`src/rtl/mem_bus_arbiter_pkg.sv`:
```
// Shared definitions for the CPU memory-bus arbiter.
//   - FSM state encoding and round-robin owner tag
//   - line geometry (words per line, default turnaround length)
//   - line-offset mask; keep in step with the cache's maximum word offset
package mem_bus_arbiter_pkg;

  localparam int unsigned LineWords      = 8;
  localparam int unsigned TurnCyclesDflt = 2;

  // 8 words x 4 bytes: byte offset within a line lives in bits [4:0].
  localparam logic [31:0] LineOffsetMask = 32'h0000_001f;

  typedef enum logic [2:0] {
    StIdle,
    StRdI,
    StRdD,
    StWrD,
    StTurn
  } state_e;

  typedef enum logic {
    RrI = 1'b0,
    RrD = 1'b1
  } rr_e;

  function automatic logic [31:0] line_addr(input logic [31:0] addr);
    return addr & ~LineOffsetMask;
  endfunction

endpackage

```
`src/rtl/mem_beat_counter.sv`:
```
// Small up/down counter with clear, load and enable, plus a terminal-count flag.
// Used both as the line beat counter (counting up to the last word) and as the
// bus turnaround countdown (loaded, counting down to zero).
// Ports:
//   CLK, MRST  clock, asynchronous active-high reset (count -> 0)
//   clr        synchronous clear, highest priority
//   load       synchronous load of load_val
//   load_val   value for load
//   en         count one step (up, or down when DOWN=1)
//   tc         count equals TERM
module mem_beat_counter #(
  parameter int unsigned    W    = 3,
  parameter logic [W-1:0]   TERM = '1,
  parameter bit             DOWN = 1'b0
) (
  input  logic         CLK,
  input  logic         MRST,
  input  logic         clr,
  input  logic         load,
  input  logic [W-1:0] load_val,
  input  logic         en,
  output logic         tc
);

  logic [W-1:0] count_q, count_d;

  always_comb begin
    count_d = count_q;
    if (clr) begin
      count_d = '0;
    end else if (load) begin
      count_d = load_val;
    end else if (en) begin
      count_d = DOWN ? (count_q - W'(1)) : (count_q + W'(1));
    end
  end

  always_ff @(posedge CLK or posedge MRST) begin
    if (MRST) begin
      count_q <= '0;
    end else begin
      count_q <= count_d;
    end
  end

  assign tc = (count_q == TERM);

endmodule

```
`src/rtl/mem_bus_arbiter.sv`:
```
// Arbiter sharing the CPU memory bus between the I-cache fill port and the
// D-cache fill/write port. One owner at a time; a fill holds mem_read for the
// whole line burst, a write takes one cycle; every operation is followed by
// TURN_CYCLES idle cycles before the bus can be granted again.
// Ports:
//   CLK, MRST                     clock, asynchronous active-high reset
//   i_req/i_addr                  I$ fill request and line address
//   i_gnt/i_valid/i_last          I$ grant pulse, beat valid, final beat
//   d_rd_req/d_wr_req/d_addr/d_wdata  D$ fill or single-word write request
//   d_gnt/d_valid/d_last          D$ grant pulse, beat valid, final beat
//   mem_addr/mem_read/mem_write/mem_wdata  bus outputs (mem_write = Bus OE)
//   mem_valid/mem_rdata           bus inputs from memory
//   rdata                         read data broadcast to both caches
module mem_bus_arbiter
  import mem_bus_arbiter_pkg::*;
#(
  parameter int unsigned LINE_WORDS  = LineWords,
  parameter int unsigned TURN_CYCLES = TurnCyclesDflt,
  parameter int unsigned CNT_W       = 3
) (
  input  logic        CLK,
  input  logic        MRST,
  input  logic        i_req,
  input  logic [31:0] i_addr,
  output logic        i_gnt,
  output logic        i_valid,
  output logic        i_last,
  input  logic        d_rd_req,
  input  logic        d_wr_req,
  input  logic [31:0] d_addr,
  input  logic [31:0] d_wdata,
  output logic        d_gnt,
  output logic        d_valid,
  output logic        d_last,
  output logic [31:0] mem_addr,
  output logic        mem_read,
  output logic        mem_write,
  output logic [31:0] mem_wdata,
  input  logic        mem_valid,
  input  logic [31:0] mem_rdata,
  output logic [31:0] rdata
);

  localparam int unsigned TurnW = (TURN_CYCLES > 1) ? $clog2(TURN_CYCLES) : 1;

  state_e      state_q, state_d;
  rr_e         rr_last_q, rr_last_d;
  logic [31:0] mem_addr_q, mem_addr_d;
  logic [31:0] mem_wdata_q, mem_wdata_d;
  logic        i_gnt_q, i_gnt_d;
  logic        d_gnt_q, d_gnt_d;

  logic in_rd, beat_en, beat_tc, last_beat;
  logic turn_load, turn_en, turn_tc;

  assign in_rd     = (state_q == StRdI) || (state_q == StRdD);
  assign beat_en   = in_rd & mem_valid;
  assign last_beat = beat_en & beat_tc;
  // Load the countdown on the cycle we enter TURN, count it down while in it.
  assign turn_load = (state_d == StTurn) && (state_q != StTurn);
  assign turn_en   = (state_q == StTurn);

  mem_beat_counter #(
    .W    (CNT_W),
    .TERM (CNT_W'(LINE_WORDS - 1)),
    .DOWN (1'b0)
  ) u_beat_cnt (
    .CLK      (CLK),
    .MRST     (MRST),
    .clr      (last_beat),
    .load     (1'b0),
    .load_val ('0),
    .en       (beat_en),
    .tc       (beat_tc)
  );

  mem_beat_counter #(
    .W    (TurnW),
    .TERM ('0),
    .DOWN (1'b1)
  ) u_turn_cnt (
    .CLK      (CLK),
    .MRST     (MRST),
    .clr      (1'b0),
    .load     (turn_load),
    .load_val (TurnW'(TURN_CYCLES - 1)),
    .en       (turn_en),
    .tc       (turn_tc)
  );

  // State register
  always_ff @(posedge CLK or posedge MRST) begin
    if (MRST) begin
      state_q     <= StIdle;
      rr_last_q   <= RrI;
      mem_addr_q  <= '0;
      mem_wdata_q <= '0;
      i_gnt_q     <= 1'b0;
      d_gnt_q     <= 1'b0;
    end else begin
      state_q     <= state_d;
      rr_last_q   <= rr_last_d;
      mem_addr_q  <= mem_addr_d;
      mem_wdata_q <= mem_wdata_d;
      i_gnt_q     <= i_gnt_d;
      d_gnt_q     <= d_gnt_d;
    end
  end

  // Next-state and arbitration
  always_comb begin
    state_d     = state_q;
    rr_last_d   = rr_last_q;
    mem_addr_d  = mem_addr_q;
    mem_wdata_d = mem_wdata_q;
    i_gnt_d     = 1'b0;
    d_gnt_d     = 1'b0;
    unique case (state_q)
      StIdle: begin
        // Writes first so write-through data lands before any refill of that line.
        if (d_wr_req) begin
          state_d     = StWrD;
          mem_addr_d  = d_addr;
          mem_wdata_d = d_wdata;
          d_gnt_d     = 1'b1;
        end else if (i_req && (!d_rd_req || (rr_last_q == RrD))) begin
          state_d    = StRdI;
          mem_addr_d = line_addr(i_addr);
          i_gnt_d    = 1'b1;
        end else if (d_rd_req) begin
          state_d    = StRdD;
          mem_addr_d = line_addr(d_addr);
          d_gnt_d    = 1'b1;
        end
      end
      StRdI, StRdD: begin
        if (last_beat) begin
          state_d   = StTurn;
          rr_last_d = (state_q == StRdI) ? RrI : RrD;
        end
      end
      StWrD: state_d = StTurn;
      StTurn: begin
        if (turn_tc) begin
          state_d = StIdle;
        end
      end
      default: state_d = StIdle;
    endcase
  end

  // Outputs
  always_comb begin
    mem_read  = in_rd;
    mem_write = (state_q == StWrD);
    i_valid   = mem_valid & (state_q == StRdI);
    d_valid   = mem_valid & (state_q == StRdD);
    i_last    = i_valid & beat_tc;
    d_last    = d_valid & beat_tc;
  end

  assign i_gnt     = i_gnt_q;
  assign d_gnt     = d_gnt_q;
  assign mem_addr  = mem_addr_q;
  assign mem_wdata = mem_wdata_q;
  assign rdata     = mem_rdata;

endmodule

```
`config.mk`:
```
export PLATFORM = sky130hd
export DESIGN_NAME = mem_bus_arbiter
export DESIGN_NICKNAME = d
export VERILOG_FILES = /design/src/rtl/mem_bus_arbiter_pkg.sv /design/src/rtl/mem_beat_counter.sv /design/src/rtl/mem_bus_arbiter.sv
export SDC_FILE = /design/constraint.sdc
export NUM_CORES = 1
export LEC_CHECK = 0
export ABC_AREA = 1
export BUFFER_PORTS_ARGS = -buffer_cell sky130_fd_sc_hd__buf_2
export CORE_MARGIN = 4
export CORE_UTILIZATION = 38
export DETAILED_ROUTE_END_ITERATION = 8
export GPL_TIMING_DRIVEN = 0
export PLACE_DENSITY_LB_ADDON = 0.1
export SKIP_CTS_REPAIR_TIMING = 1
export SLEW_MARGIN = 10
export SYNTH_ARGS = -nofsm -noshare
export SYNTH_HDL_FRONTEND = slang
export SYNTH_SLANG_ARGS = --single-unit
```
`constraint.sdc`:
```
create_clock -name CLK -period 2 [get_ports CLK]
set_input_delay 0 -clock CLK [delete_from_list [all_inputs] [get_ports CLK]]
set_output_delay 0 -clock CLK [all_outputs]
set_load 0.05 [all_outputs]
```
==> results of run 1 <==
==> final timing paths <==
check	startpoint	endpoint	slack [ps]
setup / recovery	u_beat_cnt.count_q[0]	i_last	400
max in group asynchronous	MRST	mem_wdata[24]	1240
hold reg to reg	mem_wdata[8]	mem_wdata[8]	470
min in group asynchronous	MRST	mem_addr[17]	200
setup reg to reg	rr_last_q	mem_addr[24]	470
hold / removal	d_addr[7]	mem_addr[7]	-30
==> logic make-up (layout without fill, tap and decap cells) <==
logic type	count (synthesis)	count (layout)
buf+inv	93	379
fa+ha+maj	2	2
simple gates	239	239
compound gates	30	30
flops	74	74
==> sequential cells by signal, indices dropped and copies added (netlist names) <==
register,flops
u_turn_cnt.count_q,1
u_beat_cnt.count_q,3
d_gnt,1
mem_addr,32
rr_last_q,1
state_q,3
i_gnt,1
mem_wdata,32
==> per-layer routing <==
metal / vias to the layer above / track usage (%)
met5: - / 0
met4: 0 / 6.748
met1: 1768 / 23.21
met3: 20 / 4.756
li1: 1900 / -
met2: 161 / 28.60
==> power by group <==
group	switching, uW	internal [uW]
Sequential	365	2220
Combinational	4160	1410
Clock	546	898
==> final cells by class <==
cell class / instances / area share, %
plain buffers: 53 / 6.554
repair buffers: 270 / 30.12
inverters: 40 / 2.718
well taps: 111 / 2.433
clock buffers: 12 / 2.718
clock inverters: 4 / 1.710
flip-flops and latches: 74 / 32.44
multi-input cells: 271 / 21.31
==> metrics by stage <==
step                      hold WS [ps]  TNS [ps]  total power, uW
final                           -28.87         0             9605
after global routing           -0.1219         0            10220
after CTS                       -344.5         0             9588
after global placement           230.6    -61480             8039
after detailed placement         38.09         0             8117
after floorplan                  144.7         0             6768
==> synthesized netlist by cell type, types with 2 or more instances <==
library cell	instances	area [um^2]
o211ai_1	23	172.7
o21ai_0	5	25.02
clkbuf_1	4	15.01
nand2_1	185	694.4
ha_1	2	25.02
buf_4	34	255.2
nor2_1	6	22.52
nand3_1	44	220.2
buf_2	8	40.04
buf_1	2	7.510
buf_6	5	56.30
inv_1	38	142.6
dfrtp_1	74	1852
==> placed cells by master, fill, tap and decap left out, drive strengths merged <==
master / count
dlygate4sd3: 69
clkinvlp: 1
dfrtp: 74
bufinv: 3
ha: 2
buf: 250
nor2: 7
o211ai: 23
clkbuf: 16
nand3b: 1
nor3: 1
nand2: 186
o21ai: 5
a21oi: 2
nand3: 44
inv: 40
==> worst max-delay path, delay by kind of cell, from the launching register on <==
family	cells	cell delay (ps)
adders and majority gates	2	340
buffers and inverters	2	370
DFF	1	380
and+or+nand+nor	1	180
==> qor.csv, run 1 <==
stage,metric,value,unit
status,failed_checks,negative hold slack,
synth,yosys_register_bits,74,
pwr,power_density,1683,nW/um^2
synth,synth_compound_area_share,6.100,%
placed_design,port_buffers,200,
flow_run,max_cap_viol_count,0,
floorplan,fp-row-count,35,
finish,final_core_util,62.07,%
sta,setup_ws,398.5,ps
placed_design,dpl_worst_slack,462.9,ps
pwr,vdd_drop_max,0.7535,mV
placed_design,place_area,4765,um^2
sta,fin_crit,1602,ps
worst_setup_path,start_kind,flop,
worst_setup_path,arrival,1600,ps
synth,async_reset_ff_share,100.0,%
sta,rsz0062_at_grt,false,
global_routing,grt_max_degree,45,
synth,syn_nets,574,
route,drc,0,
floorplan,core,9196,um^2
finish,stdcell_area,5708,um^2
pwr,p_leak,0.003372,uW
route,dr.pass1.iters,4,
sta,fmax,624.4,MHz
synth,syn_inst,438,
route,wl,11.10,mm
placed_design,dp_hpwl,7.894,mm
route,first_iter_violations,123,
finish,layout.nets,855,
floorplan,dieHeight,105.2,um
placed_design,routabilityCongestion,0.8119,
worst_setup_path,cp_max_fo,3,
route,viasPerCell,4.610,
synth,synth_simple_gate_area_share,26.94,%
route,highest_layer,met4,
cts,clock_latency,340,ps
route,wl_met1,4.633,mm
placed_design,dp_cells,750,
worst_setup_path,rr_worst_depth,6,
finish,multi_input_area,1216,um^2
finish,regArea,1852,um^2
sta,relSlewSlack,65.19,%
global_routing,grt_overflow,0,
worst_setup_path,crit_path_top_delay_cell,dfrtp_1,
global_routing,grt_usage,17.91,%
worst_setup_path,max_stage_delay,380,ps
global_routing,grt_pass1_vias,3361,
cts,htreeDepth,3,
synth,syn_area,3590,um^2
cts,cts_buffers,9,
cts,cts.path.max_buffers,2,
floorplan,start_util,39.03,%
synth,syn_area_per_cell,8.196,um^2
global_routing,antenna_found_initial,0,
synth,seq_area_frac_synth,51.59,%
worst_setup_path,path_cells,ha_1 -> ha_1 -> inv_1 -> nor3_2 -> buf_2,
worst_setup_path,cp.required,2000,ps
sta,finalSetupViolations,0,
status,status,"finished, violations left",
route,wl_met3,743,um
cts,cts_tree,built,
synth,yosysWarnings,0,
floorplan,pin_count,238,
floorplan,die_area,11070,um^2
synth,synth_top_family_by_area,simple AND/OR/NAND/NOR gates,
sta,finalClockSkew,9.835,ps
route,dr_wl_met2,5.476,mm
cts,root_buffer,clkbuf_8,
finish,antenna_cells,0,
synth,synthMuxAreaShare,0,%
synth,ys.flop_type,dfrtp_1,
finish,syn2layout_area_growth,59.01,%
sta,hold_violations,10,
synth,synth_cell_types,21,
synth,synthXorXnorAreaFrac,0,%
worst_setup_path,crit_path_frequent_cell,ha_1,
global_routing,grt_pass1_wl,16.06,mm
cts,clkTransAtPathRegs,80,ps
worst_setup_path,end_kind,primary output,
route,num_vias,3849,
route,antenna_left,0,
sta,min_period_over_period,80.08,%
sta,drv_slew,0,
synth,synth_fa_ha_area_share,0.6971,%
finish,drive_gt1_share,37.29,%
finish,fillers,842,
route,wl_per_cell,13.29,um
finish,fin_cells,835,
hold_path,hold_path.class,input port to flop,
synth,synth_edf_count,0,
cts,clock_sinks,74,
hold_path,hold_path_depth,5,
floorplan,dieWidth,105.2,um
sta,worst_pin_slew,522.2,ps
worst_setup_path,path_class,flop to primary output,
sta,worst_hold_slack,-28.87,ps
Power figures use the tool's default switching activity.
==> inputs of run 2 (changes only) <==
--- a/config.mk
+++ b/config.mk
@@ -5,7 +5,7 @@
 export SDC_FILE = /design/constraint.sdc
 export NUM_CORES = 1
 export LEC_CHECK = 0
-export ABC_AREA = 1
+export ABC_AREA = 0
 export BUFFER_PORTS_ARGS = -buffer_cell sky130_fd_sc_hd__buf_2
 export CORE_MARGIN = 4
 export CORE_UTILIZATION = 38
==> constraint.sdc (replaced) <==
create_clock -name CLK -period 1.35 [get_ports CLK]
set_input_delay 0 -clock CLK [delete_from_list [all_inputs] [get_ports CLK]]
set_output_delay 0 -clock CLK [all_outputs]
set_load 0.05 [all_outputs]
==> qor.csv, run 2 <==
stage,metric,value,unit,change
finish,final_core_util,71.62,%,was 62.07%
pwr,p_comb_share,64.0,%,was 58.0%
floorplan,dieWidth,104.9,um,was 105.2 um
sta,finalClockSkew,12.45,ps,was 9.835 ps
pwr,vdd_drop_max,1.670,mV,was 0.7535 mV
pwr,power_density,2431,nW/um^2,was 1683 nW/um^2
finish,antenna_cells,0,,unchanged
floorplan,dieHeight,104.9,um,was 105.2 um
pwr,p_leak,0.003144,uW,was 0.003372 uW
synth,yosys_register_bits,74,,unchanged
cts,cts.path.max_buffers,2,,unchanged
global_routing,antenna_found_initial,0,,unchanged
synth,syn_area,3565,um^2,was 3590 um^2
route,first_iter_violations,181,,was 123
placed_design,dp_hpwl,7.730,mm,was 7.894 mm
floorplan,die_area,10990,um^2,was 11070 um^2
floorplan,core,9196,um^2,unchanged
synth,ys.flop_type,dfrtp_1,,unchanged
flow_run,max_cap_viol_count,0,,unchanged
synth,synth_edf_count,0,,unchanged
sta,setup_ws,-232.2,ps,was 398.5 ps
floorplan,pin_count,238,,unchanged
finish,fillers,716,,was 842
synth,async_reset_ff_share,100.0,%,unchanged
cts,root_buffer,clkbuf_8,,unchanged
synth,syn_area_per_cell,10.77,um^2,was 8.196 um^2
route,wl_per_cell,16.13,um,was 13.29 um
global_routing,grt_pass1_vias,3324,,was 3361
worst_setup_path,cp.required,1580,ps,was 2000 ps
cts,clkTransAtPathRegs,80,ps,about the same
sta,rsz0062_at_grt,true,,was false
status,status,"finished, violations left",,unchanged
pwr,fin_total_pwr,16010,uW,was 9605 uW
sta,finalSetupViolations,76,,was 0
synth,yosysMostFrequentCell,dfrtp_1,,was nand2_1
cts,htreeDepth,3,,unchanged
pwr,p_sw_share,49.76,%,was 52.76%
worst_setup_path,cp_max_fo,7,,was 3
worst_setup_path,start_kind,flop,,unchanged
global_routing,grt_pass1_wl,16.35,mm,was 16.06 mm
route,drc,0,,unchanged
floorplan,start_util,38.76,%,was 39.03%
sta,min_period_over_period,117.2,%,
synth,syn_inst,331,,was 438
synth,netlist_top_cells_count,"74 x dfrtp_1, 34 x buf_4, 34 x mux2_2",,"was 185 x nand2_1, 74 x dfrtp_1, 44 x nand3_1"
cts,clock_latency,360,ps,was 340 ps
pwr,p_seq_share,24.9,%,was 27.0%
pwr,p_switching,7968,uW,was 5068 uW
worst_setup_path,path_class,flop to flop,,was flop to primary output
route,wl,12.50,mm,was 11.10 mm
global_routing,grt_usage,18.29,%,was 17.91%
worst_setup_path,arrival,1820,ps,was 1600 ps
synth,yosysWarnings,0,,unchanged
synth,syn_nets,467,,was 574
floorplan,fp-row-count,35,,unchanged
finish,syn2layout_area_growth,84.77,%,was 59.01%
synth,synth_cell_types,31,,was 21
route,antenna_left,0,,unchanged
synth,synth_top_area_share,51.95,%,was 51.59%
finish,layout.nets,795,,was 855
finish,layout_commonest_cell,buf_2,,unchanged
sta,fmax,632.0,MHz,
synth,seq_area_frac_synth,51.95,%,was 51.59%
sta,fin_crit,1582,ps,
hold_path,hold_path.class,input port to flop,,unchanged
sta,drv_slew,0,,unchanged
cts,cts_tree,built,,unchanged
status,failed_checks,negative setup slack,,was negative hold slack
placed_design,dpl_worst_slack,-348.2,ps,was 462.9 ps
placed_design,routabilityCongestion,0.7485,,was 0.8119
sta,worst_pin_slew,514.2,ps,was 522.2 ps
synth,synthTopCellsByArea,"dfrtp_1 52%, mux2_2 11%, buf_4 7.2%, a31oi_1 4.7%, a21oi_1 4.1%",,"was dfrtp_1 52%, nand2_1 19%, buf_4 7.1%, nand3_1 6.1%, o211ai_1 4.8%"
sta,hold_violations,0,,was 10
global_routing,grt_overflow,0,,unchanged
cts,cts_buffers,9,,unchanged
finish,final_cell_mix,"201 x buf_2, 90 x dlygate4sd3_1, 71 x dfrtp_1",,"was 208 x buf_2, 185 x nand2_1, 74 x dfrtp_1"
pwr,p_int,8045,uW,was 4537 uW
synth,synth_top_area_cell,dfrtp_1,,unchanged
route,viasPerCell,4.959,,was 4.610
route,num_vias,3843,,was 3849
global_routing,grt_max_degree,37,,was 45
sta,relSlewSlack,65.72,%,was 65.19%
pwr,pwr-share-clk,11.1,%,was 15.0%
cts,clock_sinks,74,,unchanged
placed_design,port_buffers,200,,unchanged
route,dr.pass1.iters,4,,unchanged
worst_setup_path,end_kind,flop,,was primary output
finish,drive_gt1_share,54.97,%,was 37.29%
==> run 2: cell count changes after synthesis, moves of 17 or more <==
cell,previous run,this run
o21ai_0,5,29
nand2_1,185,3
o211ai_1,23,0
a21oi_1,1,29
a31oi_1,0,27
mux2_2,0,34
inv_1,38,2
nand3_1,44,27
==> run 2: layout make-up <==
cell class                      count  area [um^2]  share of cell area (%)
Timing Repair Buffer              318         2273                   34.52
Multi-Input combinational cell    196         1629                   24.73
Clock buffer                        9        123.9                   1.881
Tap cell                          111        138.9                   2.109
Sequential cell                    74         1856                   28.17
Buffer                             58        476.7                   7.238
Inverter                            2        11.26                  0.1710
Clock inverter                      7        77.57                   1.178
==> run 2: cells by family after synthesis <==
| kind of cell | share of synthesized area [%] |
|---|---|
| compound gates | 16.11 |
| flops | 51.95 |
| buf+inv | 11.37 |
| simple gates | 8.880 |
| mux | 10.74 |
| fa+ha+maj | 0.7019 |
| xor+xnor | 0.2457 |
==> run 2: path summary, 6_finish.rpt <==
path	start	endpoint	slack, ps	depth (start not counted)
worst max-delay path	u_beat_cnt.count_q[0]	u_turn_cnt.count_q	-230	6
worst min-delay path	d_rd_req	d_gnt	10	3
worst max register to register	u_beat_cnt.count_q[0]	u_turn_cnt.count_q	-230	6
worst min register to register	mem_addr[3]	mem_addr[3]	500	1
max in group asynchronous	MRST	mem_addr[5]	840	4
min in group asynchronous	MRST	u_beat_cnt.count_q[0]	80	3
==> run 2: power by group through the flow <==
stage | Combinational (uW) | Clock (uW) | Sequential (uW)
global placement | 8470 | 0 | 3900
CTS | 8570 | 1830 | 3910
detailed placement | 8550 | 0 | 3940
finish | 10200 | 1780 | 3990
global route | 10700 | 1900 | 4130
floorplan | 3150 | 0 | 7400
==> run 2: per-stage QoR <==
step	instance area (um^2)	TNS (ps)	std cells	hold WS, ps
global route	6586	-16110	775	0.9480
floorplan	3721	-2626	331	139.7
CTS	5102	-16980	660	-471.9
finish	6586	-10930	775	9.755
global placement	4861	-18390	642	230.9
detailed placement	4901	-14330	644	-77.41
==> run 2: critical path: stages (launching register included) <==
cell      delay [ps]
dfrtp_1          400
ha_2             200
ha_4             180
buf_4            130
a21oi_2          110
a211oi_2          50
or3_1            380
==> run 2: metal layers <==
layer | wire, um | GRT usage [%] | up-vias
li1 | - | - | 1825
met1 | 5101 | 25.28 | 1800
met2 | 6315 | 28.69 | 190
met3 | 869 | 5.003 | 28
met4 | 217 | 4.217 | 0
met5 | 0 | 0 | -
==> inputs of run 3 (changes only) <==
--- a/config.mk
+++ b/config.mk
@@ -9,9 +9,11 @@
 export BUFFER_PORTS_ARGS = -buffer_cell sky130_fd_sc_hd__buf_2
 export CORE_MARGIN = 4
 export CORE_UTILIZATION = 38
+export CTS_BUF_LIST = sky130_fd_sc_hd__clkbuf_16
 export DETAILED_ROUTE_END_ITERATION = 8
-export GPL_TIMING_DRIVEN = 0
+export GPL_TIMING_DRIVEN = 1
 export PLACE_DENSITY_LB_ADDON = 0.1
+export RECOVER_POWER = 100
 export SKIP_CTS_REPAIR_TIMING = 1
 export SLEW_MARGIN = 10
 export SYNTH_ARGS = -nofsm -noshare
==> qor.csv, run 3 (synthesized netlist as in run 2, its figures left out) <==
stage,metric,value,unit,change
status,status,"finished, violations left",,unchanged
status,failed_checks,"negative hold slack, negative setup slack",,was negative setup slack
worst_setup_path,arrival,1650,ps,was 1820 ps
worst_setup_path,rr_worst_depth,6,,unchanged
sta,fmax,607.4,MHz,was 632.0 MHz
cts,root_buffer,clkbuf_16,,was clkbuf_8
finish,final_cell_mix,"96 x buf_2, 86 x dlygate4sd3_1, 73 x dfrtp_1",,"was 201 x buf_2, 90 x dlygate4sd3_1, 71 x dfrtp_1"
flow_run,max_cap_viol_count,0,,unchanged
pwr,p_comb_share,62.8,%,was 64.0%
worst_setup_path,crit_path_top_delay_cell,dfrtp_1,,unchanged
pwr,vdd_drop_max,1.960,mV,was 1.670 mV
finish,drive_gt1_share,43.65,%,was 54.97%
worst_setup_path,cp_max_fo,3,,was 7
floorplan,pin_count,238,,unchanged
pwr,p_switching,8285,uW,was 7968 uW
floorplan,die_area,10990,um^2,unchanged
placed_design,routabilityCongestion,0.7465,,was 0.7485
worst_setup_path,cp.required,1350,ps,was 1580 ps
floorplan,fp-row-count,35,,unchanged
worst_setup_path,r2r_setup_slack,-280,ps,was -230 ps
cts,cts_tree,built,,unchanged
pwr,pwr-share-clk,13.0,%,was 11.1%
finish,antenna_cells,0,,unchanged
route,wl_per_cell,18.55,um,was 16.13 um
sta,finalSetupViolations,77,,was 76
route,first_iter_violations,180,,was 181
worst_setup_path,max_stage_delay,360,ps,was 400 ps
global_routing,grt_pass1_vias,3086,,was 3324
route,num_vias,3696,,was 3843
global_routing,antenna_found_initial,0,,unchanged
placed_design,dp_hpwl,7.145,mm,was 7.730 mm
placed_design,port_buffers,168,,was 200
global_routing,grt_max_degree,50,,was 37
route,drc,0,,unchanged
worst_setup_path,start_kind,flop,,unchanged
floorplan,core,9196,um^2,unchanged
placed_design,place_area,4613,um^2,was 4901 um^2
finish,layout.nets,729,,was 795
finish,syn2layout_area_growth,79.43,%,was 84.77%
route,antenna_left,0,,unchanged
route,wl,13.15,mm,was 12.50 mm
hold_path,hold_path.class,input port to flop,,unchanged
floorplan,start_util,38.76,%,unchanged
sta,rsz0062_at_grt,true,,unchanged
sta,drv_slew,0,,unchanged
worst_setup_path,end_kind,primary output,,was flop
pwr,p_sw_share,48.98,%,was 49.76%
pwr,p_leak,0.002806,uW,was 0.003144 uW
worst_setup_path,crit_buf_inv,2,,was 1
worst_setup_path,crit_family,flip-flops,,unchanged
sta,worst_pin_slew,688.7,ps,was 514.2 ps
sta,worst_hold_slack,-15.92,ps,was 9.755 ps
global_routing,grt_overflow,0,,unchanged
worst_setup_path,crit_cells,6,,unchanged
route,dr.pass1.iters,4,,unchanged
floorplan,dieHeight,104.9,um,unchanged
hold_path,hold_path_depth,3,,unchanged
floorplan,dieWidth,104.9,um,unchanged
finish,fillers,720,,was 716
cts,clkTransAtPathRegs,60,ps,was 80 ps
cts,cts_buffers,9,,unchanged
worst_setup_path,path_class,flop to primary output,,was flop to flop
sta,finalClockSkew,8.234,ps,was 12.45 ps
global_routing,grt_usage,17.61,%,was 18.29%
pwr,p_int,8629,uW,was 8045 uW
finish,stdcell_area,6396,um^2,was 6586 um^2
global_routing,grt_pass1_wl,15.98,mm,was 16.35 mm
sta,min_period_over_period,122.0,%,was 117.2%
sta,hold_violations,2,,was 0
sta,fin_crit,1646,ps,was 1582 ps
cts,clock_sinks,74,,unchanged
worst_setup_path,r2r-start,u_beat_cnt.count_q[0],,unchanged
finish,layout_commonest_cell,buf_2,,unchanged
pwr,p_seq_share,24.3,%,was 24.9%
cts,htreeDepth,3,,unchanged
worst_setup_path,path_cells,ha_2 -> ha_4 -> buf_6 -> nand3b_1 -> nor2_2 -> buf_6,,was ha_2 -> ha_4 -> buf_4 -> a21oi_2 -> a211oi_2 -> or3_1
worst_setup_path,critPathCapture,i_last,,was u_turn_cnt.count_q
sta,relSlewSlack,54.09,%,was 65.72%
worst_setup_path,reg2reg_to,u_turn_cnt.count_q,,unchanged
finish,fin_cells,709,,was 775
cts,cts.path.max_buffers,2,,unchanged
pwr,power_density,2644,nW/um^2,was 2431 nW/um^2
sta,setup_ws,-296.5,ps,was -232.2 ps
route,viasPerCell,5.213,,was 4.959
placed_design,dp_cells,580,,was 644
finish,final_core_util,69.55,%,was 71.62%
worst_setup_path,crit_path_frequent_cell,buf_6,,
worst_setup_path,startpoint,u_beat_cnt.count_q[0],,unchanged
cts,clock_latency,320,ps,was 360 ps
==> run 3: final cells by class <==
| cell class | count | area [um^2] | area share, % |
|---|---|---|---|
| Timing Repair Buffer | 310 | 2369 | 37.03 |
| Sequential cell | 74 | 1853 | 28.97 |
| Multi-Input combinational cell | 196 | 1755 | 27.45 |
| Clock buffer | 9 | 225.2 | 3.521 |
| Tap cell | 111 | 138.9 | 2.171 |
| Clock inverter | 7 | 46.29 | 0.7238 |
| Inverter | 2 | 8.758 | 0.1369 |
==> run 3: routing by layer <==
metal  vias up  part of all wire (%)  wire length [um]  global-route usage [%]
met4         0                   2.4               320                   4.030
met2       164                    49              6416                   27.36
met5         -                     0                 0                       0
met3        43                   6.3               834                   4.509
met1      1793                    42              5578                   24.75
li1       1696                     -                 -                       -
==> run 3: tightest hold or removal path, cell delays in order <==
cell and delay (ps):
buf_2 100, o21ai_0 70, a31oi_1 90
==> run 3: how the worst min path moves through the flow <==
stage             startpoint               endpoint  slack [ps]
2_1_floorplan      d_addr[0]            mem_addr[0]         140
3_3_place_gp   mem_rdata[10]              rdata[10]         0.3
3_5_place_dp   mem_rdata[10]              rdata[10]         0.3
4_1_cts                 MRST  u_beat_cnt.count_q[1]        -260
5_1_grt            d_addr[7]            mem_addr[7]        -0.3
6_report          d_addr[25]           mem_addr[25]         -20
==> run 3: power groups by stage <==
stage	clock (uW)	sequential, uW	combinational [uW]
2_1_floorplan	0	7400	3150
3_3_place_gp	0	3960	8450
3_5_place_dp	0	3970	8540
4_1_cts	2230	3950	8550
5_1_grt	2350	4230	11100
6_report	2190	4110	10600
==> run 3: per-stage QoR <==
step	setup TNS, ps	total power [uW]	setup WS, ps	hold WS (ps)
floorplan	-2626	10550	-131.4	139.7
global placement	-5618	12410	-139.8	0.3409
detailed placement	-6942	12510	-173.8	0.3409
CTS	-9637	14730	-359.6	-264.5
global route	-12800	17690	-374.3	-0.3126
finish	-9555	16910	-296.5	-15.92
